<file path="src/rtl/fixed_point_pkg.sv">
`default_nettype none
// ============================================================================
//  Module      : fixed_point_pkg
//  Description : Shared types and helpers for the fixed-point multipliers:
//                FSM state encoding, radix-4 Booth select codes, the Booth
//                triplet decoder and the saturation-limit builder.
//  Revision    : 1.0 - initial release
// ============================================================================
package fixed_point_pkg;

    // Sequencer states of the iterative multiplier
    typedef enum logic [1:0] {
        IDLE = 2'd0,
        RUN  = 2'd1,
        FIN  = 2'd2,
        DONE = 2'd3
    } state_t;

    // Partial-product selections produced by radix-4 Booth recoding
    typedef enum logic [2:0] {
        ZERO = 3'd0,
        PA   = 3'd1,
        P2A  = 3'd2,
        NA   = 3'd3,
        N2A  = 3'd4
    } booth_sel_t;

    // Map the triplet {b[2i+1], b[2i], b[2i-1]} to its Booth digit
    function automatic booth_sel_t booth_decode(input logic [2:0] triplet);
        booth_sel_t sel;
        case (triplet)
            3'b001, 3'b010: sel = PA;
            3'b011:         sel = P2A;
            3'b100:         sel = N2A;
            3'b101, 3'b110: sel = NA;
            default:        sel = ZERO;
        endcase
        return sel;
    endfunction

    // Two's-complement limit for a given width: most positive when
    // negative=0, most negative when negative=1. Valid for width <= 64.
    function automatic logic [63:0] sat_limit(input int width, input logic negative);
        logic [63:0] v;
        v = '0;
        for (int i = 0; i < 64; i++) begin
            if (i < width - 1) begin
                v[i] = ~negative;
            end else if (i == width - 1) begin
                v[i] = negative;
            end
        end
        return v;
    endfunction

endpackage : fixed_point_pkg
`default_nettype wire

</file>
<file path="src/rtl/booth_r4_encoder.sv">
`default_nettype none
// ============================================================================
//  Module      : booth_r4_encoder
//  Description : Combinational radix-4 Booth partial-product generator.
//                Produces one of {0, +A, +2A, -A, -2A} as a signed
//                (WIDTH+2)-bit value; two guard bits let -2A of the most
//                negative A be represented exactly.
//  Revision    : 1.0 - initial release
// ============================================================================
module booth_r4_encoder
    import fixed_point_pkg::*;
#(
    parameter int WIDTH = 16
)(
    input  logic [2:0]       triplet,
    input  logic [WIDTH-1:0] multiplicand,
    output logic [WIDTH+1:0] partial
);

    logic [WIDTH+1:0] w_a_ext;
    logic [WIDTH+1:0] w_a2_ext;
    booth_sel_t       w_sel;

    assign w_a_ext  = {{2{multiplicand[WIDTH-1]}}, multiplicand};
    assign w_a2_ext = {w_a_ext[WIDTH:0], 1'b0};
    assign w_sel    = booth_decode(triplet);

    // Select the signed multiple of A requested by the Booth digit
    always_comb begin
        partial = '0;
        case (w_sel)
            PA:      partial = w_a_ext;
            P2A:     partial = w_a2_ext;
            NA:      partial = -w_a_ext;
            N2A:     partial = -w_a2_ext;
            default: partial = '0;
        endcase
    end

endmodule : booth_r4_encoder
`default_nettype wire

</file>
<file path="src/rtl/multiplier_booth_r4.sv">
`default_nettype none
// ============================================================================
//  Module      : multiplier_booth_r4
//  Description : Sequential signed fixed-point multiplier, radix-4 Booth,
//                two multiplier bits per cycle. Optional round-half-up and
//                saturation, valid/ready on both sides, result held until
//                the consumer takes it.
//  Revision    : 1.0 - initial release
// ============================================================================
module multiplier_booth_r4
    import fixed_point_pkg::*;
#(
    parameter int WIDTH = 16,
    parameter int FRAC  = 7
)(
    input  logic             clk,
    input  logic             rst,
    input  logic             in_valid,
    output logic             in_ready,
    input  logic [WIDTH-1:0] multiplicand,
    input  logic [WIDTH-1:0] multiplier,
    input  logic             round_en,
    input  logic             sat_en,
    output logic             out_valid,
    input  logic             out_ready,
    output logic [WIDTH-1:0] result,
    output logic             overflow_flag
);

    localparam int               STEPS       = WIDTH / 2;
    localparam int               CNT_W       = $clog2(STEPS + 1);
    localparam logic [CNT_W-1:0] C_LAST_STEP = CNT_W'(STEPS - 1);
    localparam logic [WIDTH-1:0] C_SAT_MAX   = WIDTH'(sat_limit(WIDTH, 1'b0));
    localparam logic [WIDTH-1:0] C_SAT_MIN   = WIDTH'(sat_limit(WIDTH, 1'b1));
    // Width of the rounded product with the discarded fraction bits removed
    localparam int               HI_W        = 2 * WIDTH - FRAC;

    state_t           r_state;
    state_t           w_state_next;

    logic [WIDTH-1:0] r_a;
    logic [WIDTH-1:0] r_q;
    logic             r_qm1;
    logic [WIDTH+1:0] r_acc;
    logic [CNT_W-1:0] r_cnt;
    logic             r_round;
    logic             r_sat;
    logic [WIDTH-1:0] r_result;
    logic             r_ovf;
    logic             r_out_valid;

    logic [WIDTH+1:0] w_pp;
    logic [WIDTH+1:0] w_sum;
    logic             w_last_step;
    logic [HI_W-1:0]  w_r_hi;
    logic [WIDTH-FRAC:0] w_ovf_field;
    logic             w_ovf;
    logic [WIDTH-1:0] w_result;

    assign in_ready      = (r_state == IDLE);
    assign out_valid     = r_out_valid;
    assign result        = r_result;
    assign overflow_flag = r_ovf;

    assign w_last_step = (r_cnt == C_LAST_STEP);

    booth_r4_encoder #(
        .WIDTH (WIDTH)
    ) u_encoder (
        .triplet      ({r_q[1], r_q[0], r_qm1}),
        .multiplicand (r_a),
        .partial      (w_pp)
    );

    assign w_sum = r_acc + w_pp;

    // Rounding adds 2^(FRAC-1); below bit FRAC that only matters through the
    // carry it produces, which is exactly bit FRAC-1 of the raw product.
    assign w_r_hi = {r_acc[WIDTH-1:0], r_q[WIDTH-1:FRAC]}
                  + HI_W'(r_round & r_q[FRAC-1]);

    assign w_ovf_field = w_r_hi[HI_W-1:WIDTH-1];
    assign w_ovf       = !((&w_ovf_field) || (~|w_ovf_field));

    // Pick wrapped or clamped result for the FIN cycle
    always_comb begin
        w_result = w_r_hi[WIDTH-1:0];
        if (r_sat && w_ovf) begin
            w_result = w_r_hi[HI_W-1] ? C_SAT_MIN : C_SAT_MAX;
        end
    end

    // State register
    always_ff @(posedge clk) begin
        if (rst) begin
            r_state <= IDLE;
        end else begin
            r_state <= w_state_next;
        end
    end

    // Next-state logic: accept, iterate, finish, wait for consumer
    always_comb begin
        w_state_next = r_state;
        case (r_state)
            IDLE:    if (in_valid)    w_state_next = RUN;
            RUN:     if (w_last_step) w_state_next = FIN;
            FIN:                      w_state_next = DONE;
            DONE:    if (out_ready)   w_state_next = IDLE;
            default:                  w_state_next = IDLE;
        endcase
    end

    // Operand capture and Booth iteration over {acc, Q, q_-1}
    always_ff @(posedge clk) begin
        if (rst) begin
            r_a     <= '0;
            r_q     <= '0;
            r_qm1   <= 1'b0;
            r_acc   <= '0;
            r_cnt   <= '0;
            r_round <= 1'b0;
            r_sat   <= 1'b0;
        end else if (r_state == IDLE) begin
            if (in_valid) begin
                r_a     <= multiplicand;
                r_q     <= multiplier;
                r_qm1   <= 1'b0;
                r_acc   <= '0;
                r_cnt   <= '0;
                r_round <= round_en;
                r_sat   <= sat_en;
            end
        end else if (r_state == RUN) begin
            r_acc <= {{2{w_sum[WIDTH+1]}}, w_sum[WIDTH+1:2]};
            r_q   <= {w_sum[1:0], r_q[WIDTH-1:2]};
            r_qm1 <= r_q[1];
            r_cnt <= r_cnt + 1'b1;
        end
    end

    // Output registers: loaded in FIN, held through DONE until taken
    always_ff @(posedge clk) begin
        if (rst) begin
            r_out_valid <= 1'b0;
            r_result    <= '0;
            r_ovf       <= 1'b0;
        end else begin
            r_out_valid <= (w_state_next == DONE);
            if (r_state == FIN) begin
                r_result <= w_result;
                r_ovf    <= w_ovf;
            end
        end
    end

endmodule : multiplier_booth_r4
`default_nettype wire
</file>
<file path="config.mk">
export PLATFORM = sky130hd
export DESIGN_NAME = multiplier_booth_r4
export DESIGN_NICKNAME = d
export VERILOG_FILES = /design/src/rtl/fixed_point_pkg.sv /design/src/rtl/booth_r4_encoder.sv /design/src/rtl/multiplier_booth_r4.sv
export SDC_FILE = /design/constraint.sdc
export NUM_CORES = 1
export LEC_CHECK = 0
export BUFFER_PORTS_ARGS = -buffer_cell sky130_fd_sc_hd__buf_2
export CAP_MARGIN = 20
export CORE_UTILIZATION = 30
export CTS_BUF_LIST = sky130_fd_sc_hd__clkbuf_8
export CTS_CLUSTER_SIZE = 10
export DETAILED_ROUTE_END_ITERATION = 12
export GPL_TIMING_DRIVEN = 0
export SLEW_MARGIN = 5
export SYNTH_ARGS = -nofsm -noshare
export SYNTH_HDL_FRONTEND = slang
export SYNTH_SLANG_ARGS = --single-unit
</file>
<file path="constraint.sdc">
create_clock -name clk -period 5.3 [get_ports clk]
set_clock_uncertainty 0.2 [all_clocks]
set_input_delay 1.06 -clock clk [delete_from_list [all_inputs] [get_ports clk]]
set_output_delay 1.06 -clock clk [all_outputs]
set_load 0.005 [all_outputs]
</file>
==> impl_metrics.ini, run 1 <==
[outcome]
status = finished, final reports clean

[clocking]
tritoncts = yes
htreeDepth = 3
cts.clk_slew.worst_paths_ns = 0.09
clk_path_buf_depth = 2
clockRootBuffer = clkbuf_8
postCtsSetupRepairBufs = 0
numCtsBuffers = 9
worstSkewPairLatency_ns = 0.37
cts_resized = 0
clock-sinks = 75
postCtsHoldBufs = 0

[drt]
routed_wl_mm = 14.6
drt_pass1_iterations = 5
drt-initial-drc-count = 291
detail_route.wl_per_cell_um = 14.6
drc_errors = 0
vias = 5181
ant_nets = 0
drt-vias-per-instance = 5.16

[critical_path]
critPathMaxStageDelay_ns = 0.48
critPathRequiredTime_ns = 5.37
crit_end = r_acc[14]$_SDFFE_PP0P_
worstSetupPathType = reg2reg
critPathSlowestCell = nor4_1
ff2ff_path_depth = 17
endpoint_kind = flop
crit_chain = clkbuf_1 > nor4_1 > nand3b_1 > or3_1 > nand2_1 > xnor2_1 > a221oi_1 > a21oi_1 > ha_1 > a21o_1 > a21oi_1 > o21ai_0 > a41o_1 > o41a_1 > a31oi_1 > xnor2_1 > a22o_1
critPathMaxFanout = 7
r2r-start = r_a[2]$_SDFFE_PP0P_
ff2ff_setup_slack_ns = 0.69
r2r_end = r_acc[14]$_SDFFE_PP0P_
crit_start = r_a[2]$_SDFFE_PP0P_
start_kind = flop
crit_arrival_ns = 4.68

[grt]
grt_pass1_vias = 4710
grt_overflow_total = 0
grt_max_degree = 14
grt_pass1_wl_mm = 24.2
grt_usage_pct = 16.8
antenna_found_initial = 0

[logic_synthesis]
ys.flop_type = dfxtp_1
yosysSeqAreaShare_pct = 28.9
ys_ff_latch = 75
syn_nets = 773
synth_edf_count = 0
netlist_instances = 713
synth_area_um2 = 5190
synthArstFlopShare_pct = 0
syn_avg_cell_area_um2 = 7.29
synth_warnings = 0
netlist-cell-type-count = 54

[timing]
slew_violations = 0
worst_pin_slew_ns = 0.693
timing.slew.headroom_pct = 53.8
post-route-period-util_pct = 87.0
final.min_clock_period_ns = 4.61
finalSetupTns_ns = 0
timing.final.hold_violations = 0
setup_viol_count_final = 0
max_freq_mhz = 217
rsz0062_at_grt = no

[worst_hold_path]
holdCritPathClass = reg2reg
hold_path.startpoint = r_q[3]$_SDFFE_PP0P_

[floorplanning]
start_util_pct = 31.0
rows = 47
ios = 57
die_w_um = 134
die_h_um = 134
die_area_um2 = 17800
core_area_um2 = 16800

[placed_design]
io_buffers = 55
dp_cells = 988
place_hpwl_mm = 11.4
routabilityCongestion = 0.901

[cells_and_area]
drive_gt1_share_pct = 10.5
stdcell_count = 1004
n_antenna_cell = 0
finalNetCount = 839
syn_to_final_growth_pct = 14.9
final_core_util_pct = 35.6

[flow_run]
cap_violations = 0

[power_and_ir_drop]
p_leak_uw = 0.00233
p_per_area_nw_per_um2 = 264
ir_drop_mv = 0.120
## how the worst min path moves through the flow
stage	endpoint	slack, ns	depth (start not counted)
floorplan	r_round$_SDFFE_PP0P_	0.23	2
CTS	r_q[2]$_SDFFE_PP0P_	0.27	2
finish	r_q[3]$_SDFFE_PP0P_	0.27	2
detailed placement	r_q[2]$_SDFFE_PP0P_	0.25	2
global placement	r_q[4]$_SDFFE_PP0P_	0.25	2
global route	overflow_flag$_SDFFE_PP0P_	0.30	2
## flip-flops by register name, indices dropped and copies added, names as in the netlist
signal / cells
r_round: 1
r_qm1: 1
result: 16
out_valid: 1
r_state: 2
r_a: 16
overflow_flag: 1
r_q: 16
r_cnt: 4
r_acc: 16
r_sat: 1
## kinds of logic after synthesis
logic type	Yosys count	synth area share, %
xor gates and xnor gates	47	7.92
muxes	10	1.93
buffers and inverters	75	5.71
adders and majority gates	22	5.44
DFF	75	28.9
and+or+nand+nor	268	23.5
AOI/OAI and AO/OA	216	26.6
## layer usage
layer / GRT usage (%) / routed length (um)
met1: 22.8 / 7290
met2: 27.2 / 6620
met3: 2.89 / 496
met4: 4.80 / 220
met5: 0 / 0
## through the flow
step / power, uW / hold slack, ns / worst slack [ns] / instance area (um^2)
3_3_place_gp: 1070 / 0.251 / 0.692 / 5750
2_1_floorplan: 963 / 0.232 / 1.21 / 5190
3_5_place_dp: 1070 / 0.253 / 0.694 / 5750
4_1_cts: 1590 / 0.268 / 0.684 / 5970
6_report: 1580 / 0.268 / 0.688 / 5970
5_1_grt: 1670 / 0.303 / 0.319 / 5970
## critical path: cells and delay by family, from the launching register on
| family | cells | cell delay [ns] |
|---|---|---|
| simple gates | 4 | 1.25 |
| flops | 1 | 0.30 |
| fa+ha+maj | 1 | 0.36 |
| compound gates | 9 | 1.99 |
| buf+inv | 1 | 0.18 |
| xor+xnor | 2 | 0.20 |
## cells in the mapped netlist, types with 2 or more instances
cell	number	area share, %
a21o_1	7	1.0
buf_1	8	0.58
mux2i_1	10	1.9
xnor2_1	31	5.2
nand3b_1	6	0.87
dfxtp_1	75	29
buf_6	2	0.43
a22o_1	3	0.51
a211o_1	2	0.34
a2111o_1	2	0.43
a2111oi_0	2	0.34
o21ai_1	2	0.19
a21oi_1	81	7.8
o21bai_1	3	0.43
o211ai_1	4	0.58
a31oi_1	11	1.3
and2_1	7	0.84
nand3_1	17	1.6
o22ai_1	4	0.48
inv_1	27	2.0
a311o_1	2	0.39
and3_1	2	0.24
nand2_1	94	6.8
nand2b_1	3	0.36
xor2_1	16	2.7
a221o_1	2	0.39
nand4_1	8	0.96
or3_1	9	1.1
or2_2	5	0.60
clkbuf_1	38	2.7
nor2_1	86	6.2
nor3_1	18	1.7
or4_1	3	0.43
a221oi_1	7	1.2
a211oi_1	24	3.5
o31ai_1	7	1.0
a22oi_1	18	2.6
ha_1	21	5.1
nor4_1	5	0.60
o21ai_0	26	2.5
a41o_1	2	0.39
## report_power, final
group	internal (uW)	leakage, uW	switching, uW
combinational	175	0.00160	257
clock	278	0.000113	234
sequential	595	0.000613	37.0
## area by class of cell
cell class | instances | area [um^2]
multi-input combinational | 563 | 3400
tap | 220 | 275
sequential | 75 | 1500
timing repair buffer | 55 | 275
clock buffer | 10 | 138
fill | 1861 | 10800
buffer | 48 | 195
clock inverter | 6 | 86.3
inverter | 27 | 101
## cell usage in the layout (no fill, tap or decap), types with 7 or more instances in the layout
cell type / Yosys / layout
a22oi_1: 18 / 18
nand4_1: 8 / 8
xor2_1: 16 / 16
clkbuf_1: 38 / 38
o31ai_1: 7 / 7
a221oi_1: 7 / 7
nor3_1: 18 / 18
ha_1: 21 / 21
nand3_1: 17 / 17
a31oi_1: 11 / 11
nand2_1: 94 / 94
dfxtp_1: 75 / 75
buf_2: 0 / 55
a21oi_1: 81 / 81
mux2i_1: 10 / 10
clkbuf_8: 0 / 10
o21ai_0: 26 / 26
inv_1: 27 / 27
and2_1: 7 / 7
buf_1: 8 / 8
a211oi_1: 24 / 24
or3_1: 9 / 9
nor2_1: 86 / 86
a21o_1: 7 / 7
xnor2_1: 31 / 31
(Power assumes the default switching activity.)
==> inputs of run 2 (changes only) <==
- MAX_ROUTING_LAYER: unset -> met4
==> run 2 against run 1 <==
- routed wire length grew 0.79%
- utilization is essentially flat
- die area is the same
- non-clock buffer count is the same
- sequential power is essentially flat
- hold slack lost 0.0015 ns
- clock power is essentially flat
- sequential share of layout area is essentially flat
- count of clock-buffer cells in the layout grew 1
- first-iteration DRC count grew 6.9%
- power grew 0.22%
==> impl_metrics.ini, run 2 (same netlist as run 1, synthesis figures left out) <==
[grt]
grt_usage_pct = 17.7
grt_pass1_wl_mm = 24.5
grt_max_degree = 13
grt_overflow_total = 0
grt_pass1_vias = 4732
antenna_found_initial = 0

[timing]
slew_violations = 0
finalSetupTns_ns = 0
final.min_clock_period_ns = 4.66
worst_hold_slack_ns = 0.266
rsz0062_at_grt = no
timing.final.hold_violations = 0
post-route-period-util_pct = 87.8
max_freq_mhz = 215
worst_pin_slew_ns = 0.680
setup_viol_count_final = 0
timing.slew.headroom_pct = 54.6

[floorplanning]
die_h_um = 134
core_area_um2 = 16800
start_util_pct = 31.0
die_area_um2 = 17800
ios = 57
die_w_um = 134
rows = 47

[placed_design]
routabilityCongestion = 0.917
dp_cells = 988
io_buffers = 55
place_hpwl_mm = 11.4
post_dp_cell_area_um2 = 5750

[drt]
drt-initial-drc-count = 311
drt_pass1_iterations = 6
vias = 5207
ant_nets = 0
drc_errors = 0
drt-vias-per-instance = 5.19
detail_route.wl_per_cell_um = 14.7
routed_wl_mm = 14.7

[clocking]
worstSkewPairLatency_ns = 0.37
clock-sinks = 75
cts_resized = 0
htreeDepth = 3
postCtsHoldBufs = 0
clockRootBuffer = clkbuf_8
tritoncts = yes
numCtsBuffers = 9
cts.clk_slew.worst_paths_ns = 0.08
postCtsSetupRepairBufs = 0
clk_path_buf_depth = 2

[cells_and_area]
finalNetCount = 839
layout_commonest_cell = nand2_1
stdcell_count = 1004
n_antenna_cell = 0
final_cell_mix = nand2_1, nor2_1, a21oi_1, dfxtp_1, buf_2
drive_gt1_share_pct = 10.2
syn_to_final_growth_pct = 15.0
fin_area_um2 = 5970
final_core_util_pct = 35.6

[outcome]
status = finished, final reports clean

[power_and_ir_drop]
seqPwrFrac_pct = 40.1
p_clk_share_pct = 32.5
internal_power_uw = 1060
pwr-share-comb_pct = 27.5
p_per_area_nw_per_um2 = 264
power.switching_uw = 520
ir_drop_mv = 0.116
switching_share_pct = 32.9
p_leak_uw = 0.00234

[flow_run]
cap_violations = 0

[critical_path]
critPathRequiredTime_ns = 5.37
endpoint_kind = flop
crit_arrival_ns = 4.73
worstSetupPathType = reg2reg
crit_chain = clkbuf_1 > inv_1 > clkbuf_1 > nor2_1 > a22oi_1 > a21oi_1 > ha_1 > a21o_1 > a21o_1 > a2111o_1 > a41o_1 > o41a_1 > a31oi_1 > xnor2_1 > a22o_1
crit_family = compound AO/OA/AOI/OAI gates
start_kind = flop
critPathMaxFanout = 10
crit_buf_inv = 3
critPathMaxStageDelay_ns = 0.54
critPathSlowestCell = nor2_1

[worst_hold_path]
holdCritPathClass = reg2reg
[run 2: worst paths after layout]
check	end	slack, ns	cells after the start	startpoint
setup / recovery	r_acc[14]$_SDFFE_PP0P_	0.64	15	r_qm1$_SDFFE_PP0P_
hold / removal	r_q[3]$_SDFFE_PP0P_	0.27	2	r_q[3]$_SDFFE_PP0P_
setup reg to reg	r_acc[14]$_SDFFE_PP0P_	0.64	15	r_qm1$_SDFFE_PP0P_
hold reg to reg	r_q[3]$_SDFFE_PP0P_	0.27	2	r_q[3]$_SDFFE_PP0P_
[run 2: per-stage QoR]
step	setup WS, ns	total power, uW
2_1_floorplan	1.21	963
3_3_place_gp	0.630	1070
3_5_place_dp	0.692	1080
4_1_cts	0.675	1590
5_1_grt	0.178	1680
6_report	0.644	1580
[run 2: cell type report]
cell class	instances	area [um^2]
Clock buffer	11	151
Timing Repair Buffer	55	275
Multi-Input combinational cell	563	3400
Inverter	27	101
Sequential cell	75	1500
Fill cell	1822	10800
Tap cell	220	275
Clock inverter	5	76.3
Buffer	48	195
[run 2: tightest hold or removal path, cell delays in order (launching register included)]
cell	delay, ns
dfxtp_1	0.30
inv_1	0.06
a211oi_1	0.06
[run 2: power groups by stage]
stage / clock [uW] / combinational (uW) / sequential [uW]
floorplan: 0 / 330 / 634
global placement: 0 / 428 / 645
detailed placement: 0 / 430 / 645
CTS: 523 / 432 / 632
global route: 555 / 487 / 638
finish: 513 / 434 / 633
[run 2: per-layer routing]
| metal | routed length, um | global-route usage (%) | vias up |
|---|---|---|---|
| li1 | - | - | 2691 |
| met1 | 7180 | 23.5 | 2367 |
| met2 | 6670 | 27.6 | 136 |
| met3 | 757 | 4.11 | 13 |
| met4 | 138 | 3.03 | 0 |
| met5 | 0 | - | - |
==> inputs of run 3 (changes only) <==
- CORE_UTILIZATION: 30 -> 61
- PLACE_DENSITY: unset -> 0.82
==> run 3 against run 2 <==
- global-route usage is 17 points higher
- power decreased by 3.9%
- non-clock buffer count unchanged
- fmax fell by 2.4%
- largest power group unchanged
- combinational power is 1% higher
- largest cell class unchanged
- hold slack improved by 0.0067 ns
- routed wire length shrank 2.0%
- sequential power about the same
- count of clock-buffer cells in the layout down 2
- critical path depth up 2
- sequential cell count stayed put
==> impl_metrics.ini, run 3 (same netlist as run 1, synthesis figures left out) <==
[outcome]
status = finished, final reports clean

[clocking]
clock-sinks = 75
postCtsSetupRepairBufs = 0
htreeDepth = 3
worstSkewPairLatency_ns = 0.35
cts_resized = 0
numCtsBuffers = 9
clockRootBuffer = clkbuf_8
postCtsHoldBufs = 0
clk_path_buf_depth = 2
cts.clk_slew.worst_paths_ns = 0.09
tritoncts = yes

[timing]
final.min_clock_period_ns = 4.77
finalSetupTns_ns = 0
max_freq_mhz = 210
worst_pin_slew_ns = 0.640
rsz0062_at_grt = no
slew_violations = 0
timing.slew.headroom_pct = 57.3
timing.final.hold_violations = 0
post-route-period-util_pct = 90.0
setup_viol_count_final = 0

[drt]
drt-initial-drc-count = 374
ant_nets = 0
vias = 5443
drc_errors = 0
detail_route.wl_per_cell_um = 16.3
routed_wl_mm = 14.5
drt-vias-per-instance = 6.12
drt_pass1_iterations = 6

[cells_and_area]
finalNetCount = 839
drive_gt1_share_pct = 10.2
n_antenna_cell = 0
fin_area_um2 = 5790
layout_commonest_cell = nand2_1
final_core_util_pct = 70.5
syn_to_final_growth_pct = 11.5
final_cell_mix = nand2_1, nor2_1, a21oi_1, dfxtp_1, buf_2

[critical_path]
start_kind = flop
crit_arrival_ns = 4.82
worstSetupPathType = reg2reg
r2r-start = r_a[2]$_SDFFE_PP0P_
endpoint_kind = flop
ff2ff_path_depth = 17
r2r_end = r_acc[14]$_SDFFE_PP0P_
critPathRequiredTime_ns = 5.35
ff2ff_setup_slack_ns = 0.53
critPathMaxFanout = 7

[grt]
grt_max_degree = 14
grt_usage_pct = 34.7
antenna_found_initial = 0
grt_overflow_total = 0
grt_pass1_vias = 4967
grt_pass1_wl_mm = 23.6

[power_and_ir_drop]
p_leak_uw = 0.00232
p_per_area_nw_per_um2 = 262
ir_drop_mv = 0.180

[floorplanning]
core_area_um2 = 8220
start_util_pct = 63.2
rows = 33
die_area_um2 = 8890
ios = 57
die_w_um = 94.3
die_h_um = 94.3

[placed_design]
routabilityCongestion = 0.940
io_buffers = 55
post_dp_cell_area_um2 = 5600
place_hpwl_mm = 10.8

[worst_hold_path]
min_to = r_q[3]$_SDFFE_PP0P_
hold_path.startpoint = r_q[3]$_SDFFE_PP0P_
holdCritPathClass = reg2reg
hold_depth = 2

[flow_run]
cap_violations = 0
## run 3: changes by cell type in the layout (fill, tap and decap cells not counted), sizes merged
cell / delta
clkinv: +3
clkbuf: -2
bufinv: -1
## run 3: where the power goes
part / leakage [uW] / switching (uW) / total, uW / internal (uW)
combinational: 0.00160 / 264 / 439 / 175
sequential: 0.000613 / 37.7 / 633 / 595
clock: 0.000106 / 228 / 445 / 217
total: 0.00232 / 530 / 1520 / 987
## run 3: worst max-delay path by stage
stage / startpoint / endpoint / slack [ns]
finish: r_a[2]$_SDFFE_PP0P_ / r_acc[14]$_SDFFE_PP0P_ / 0.53
global route: r_a[2]$_SDFFE_PP0P_ / r_acc[14]$_SDFFE_PP0P_ / 0.30
CTS: r_a[2]$_SDFFE_PP0P_ / r_acc[14]$_SDFFE_PP0P_ / 0.62
detailed placement: r_a[2]$_SDFFE_PP0P_ / r_acc[14]$_SDFFE_PP0P_ / 0.69
global placement: r_qm1$_SDFFE_PP0P_ / r_acc[14]$_SDFFE_PP0P_ / 0.79
floorplan: r_a[2]$_SDFFE_PP0P_ / r_acc[14]$_SDFFE_PP0P_ / 1.21
## run 3: final cells by class
class | instances | area [um^2]
repair buffers | 55 | 275
clock inverters | 7 | 68.8
plain buffers | 48 | 195
clock buffers | 9 | 124
multi-input cells | 563 | 3400
well taps | 105 | 131
fillers | 742 | 2420
flip-flops and latches | 75 | 1500
inverters | 27 | 101
## run 3: per-layer routing
layer  track usage [%]  part of all wire, %
met1              41.8                   42
met2              60.3                   49
met3              4.05                  6.1
met4              10.8                  2.3
met5                 -                    0
## run 3: per-stage QoR
| stage | total power, uW | setup slack (ns) | hold slack, ns | cells |
|---|---|---|---|---|
| CTS | 1510 | 0.619 | 0.272 | 889 |
| global placement | 1050 | 0.788 | 0.250 | 873 |
| detailed placement | 1070 | 0.693 | 0.258 | 873 |
| floorplan | 963 | 1.21 | 0.232 | 713 |
| finish | 1520 | 0.529 | 0.273 | 889 |
| global route | 1590 | 0.296 | 0.281 | 889 |
## run 3: critical path: stages (launching register included)
cell and delay, ns:
dfxtp_1 0.30, clkbuf_1 0.18, nor4_1 0.48, nand3b_1 0.26, or3_1 0.44, nand2_1 0.11
xnor2_1 0.12, a221oi_1 0.34, a21oi_1 0.09, ha_1 0.36, a21o_1 0.20, a21oi_1 0.35
o21ai_0 0.14, a41o_1 0.25, o41a_1 0.38, a31oi_1 0.22, xnor2_1 0.08, a22o_1 0.19
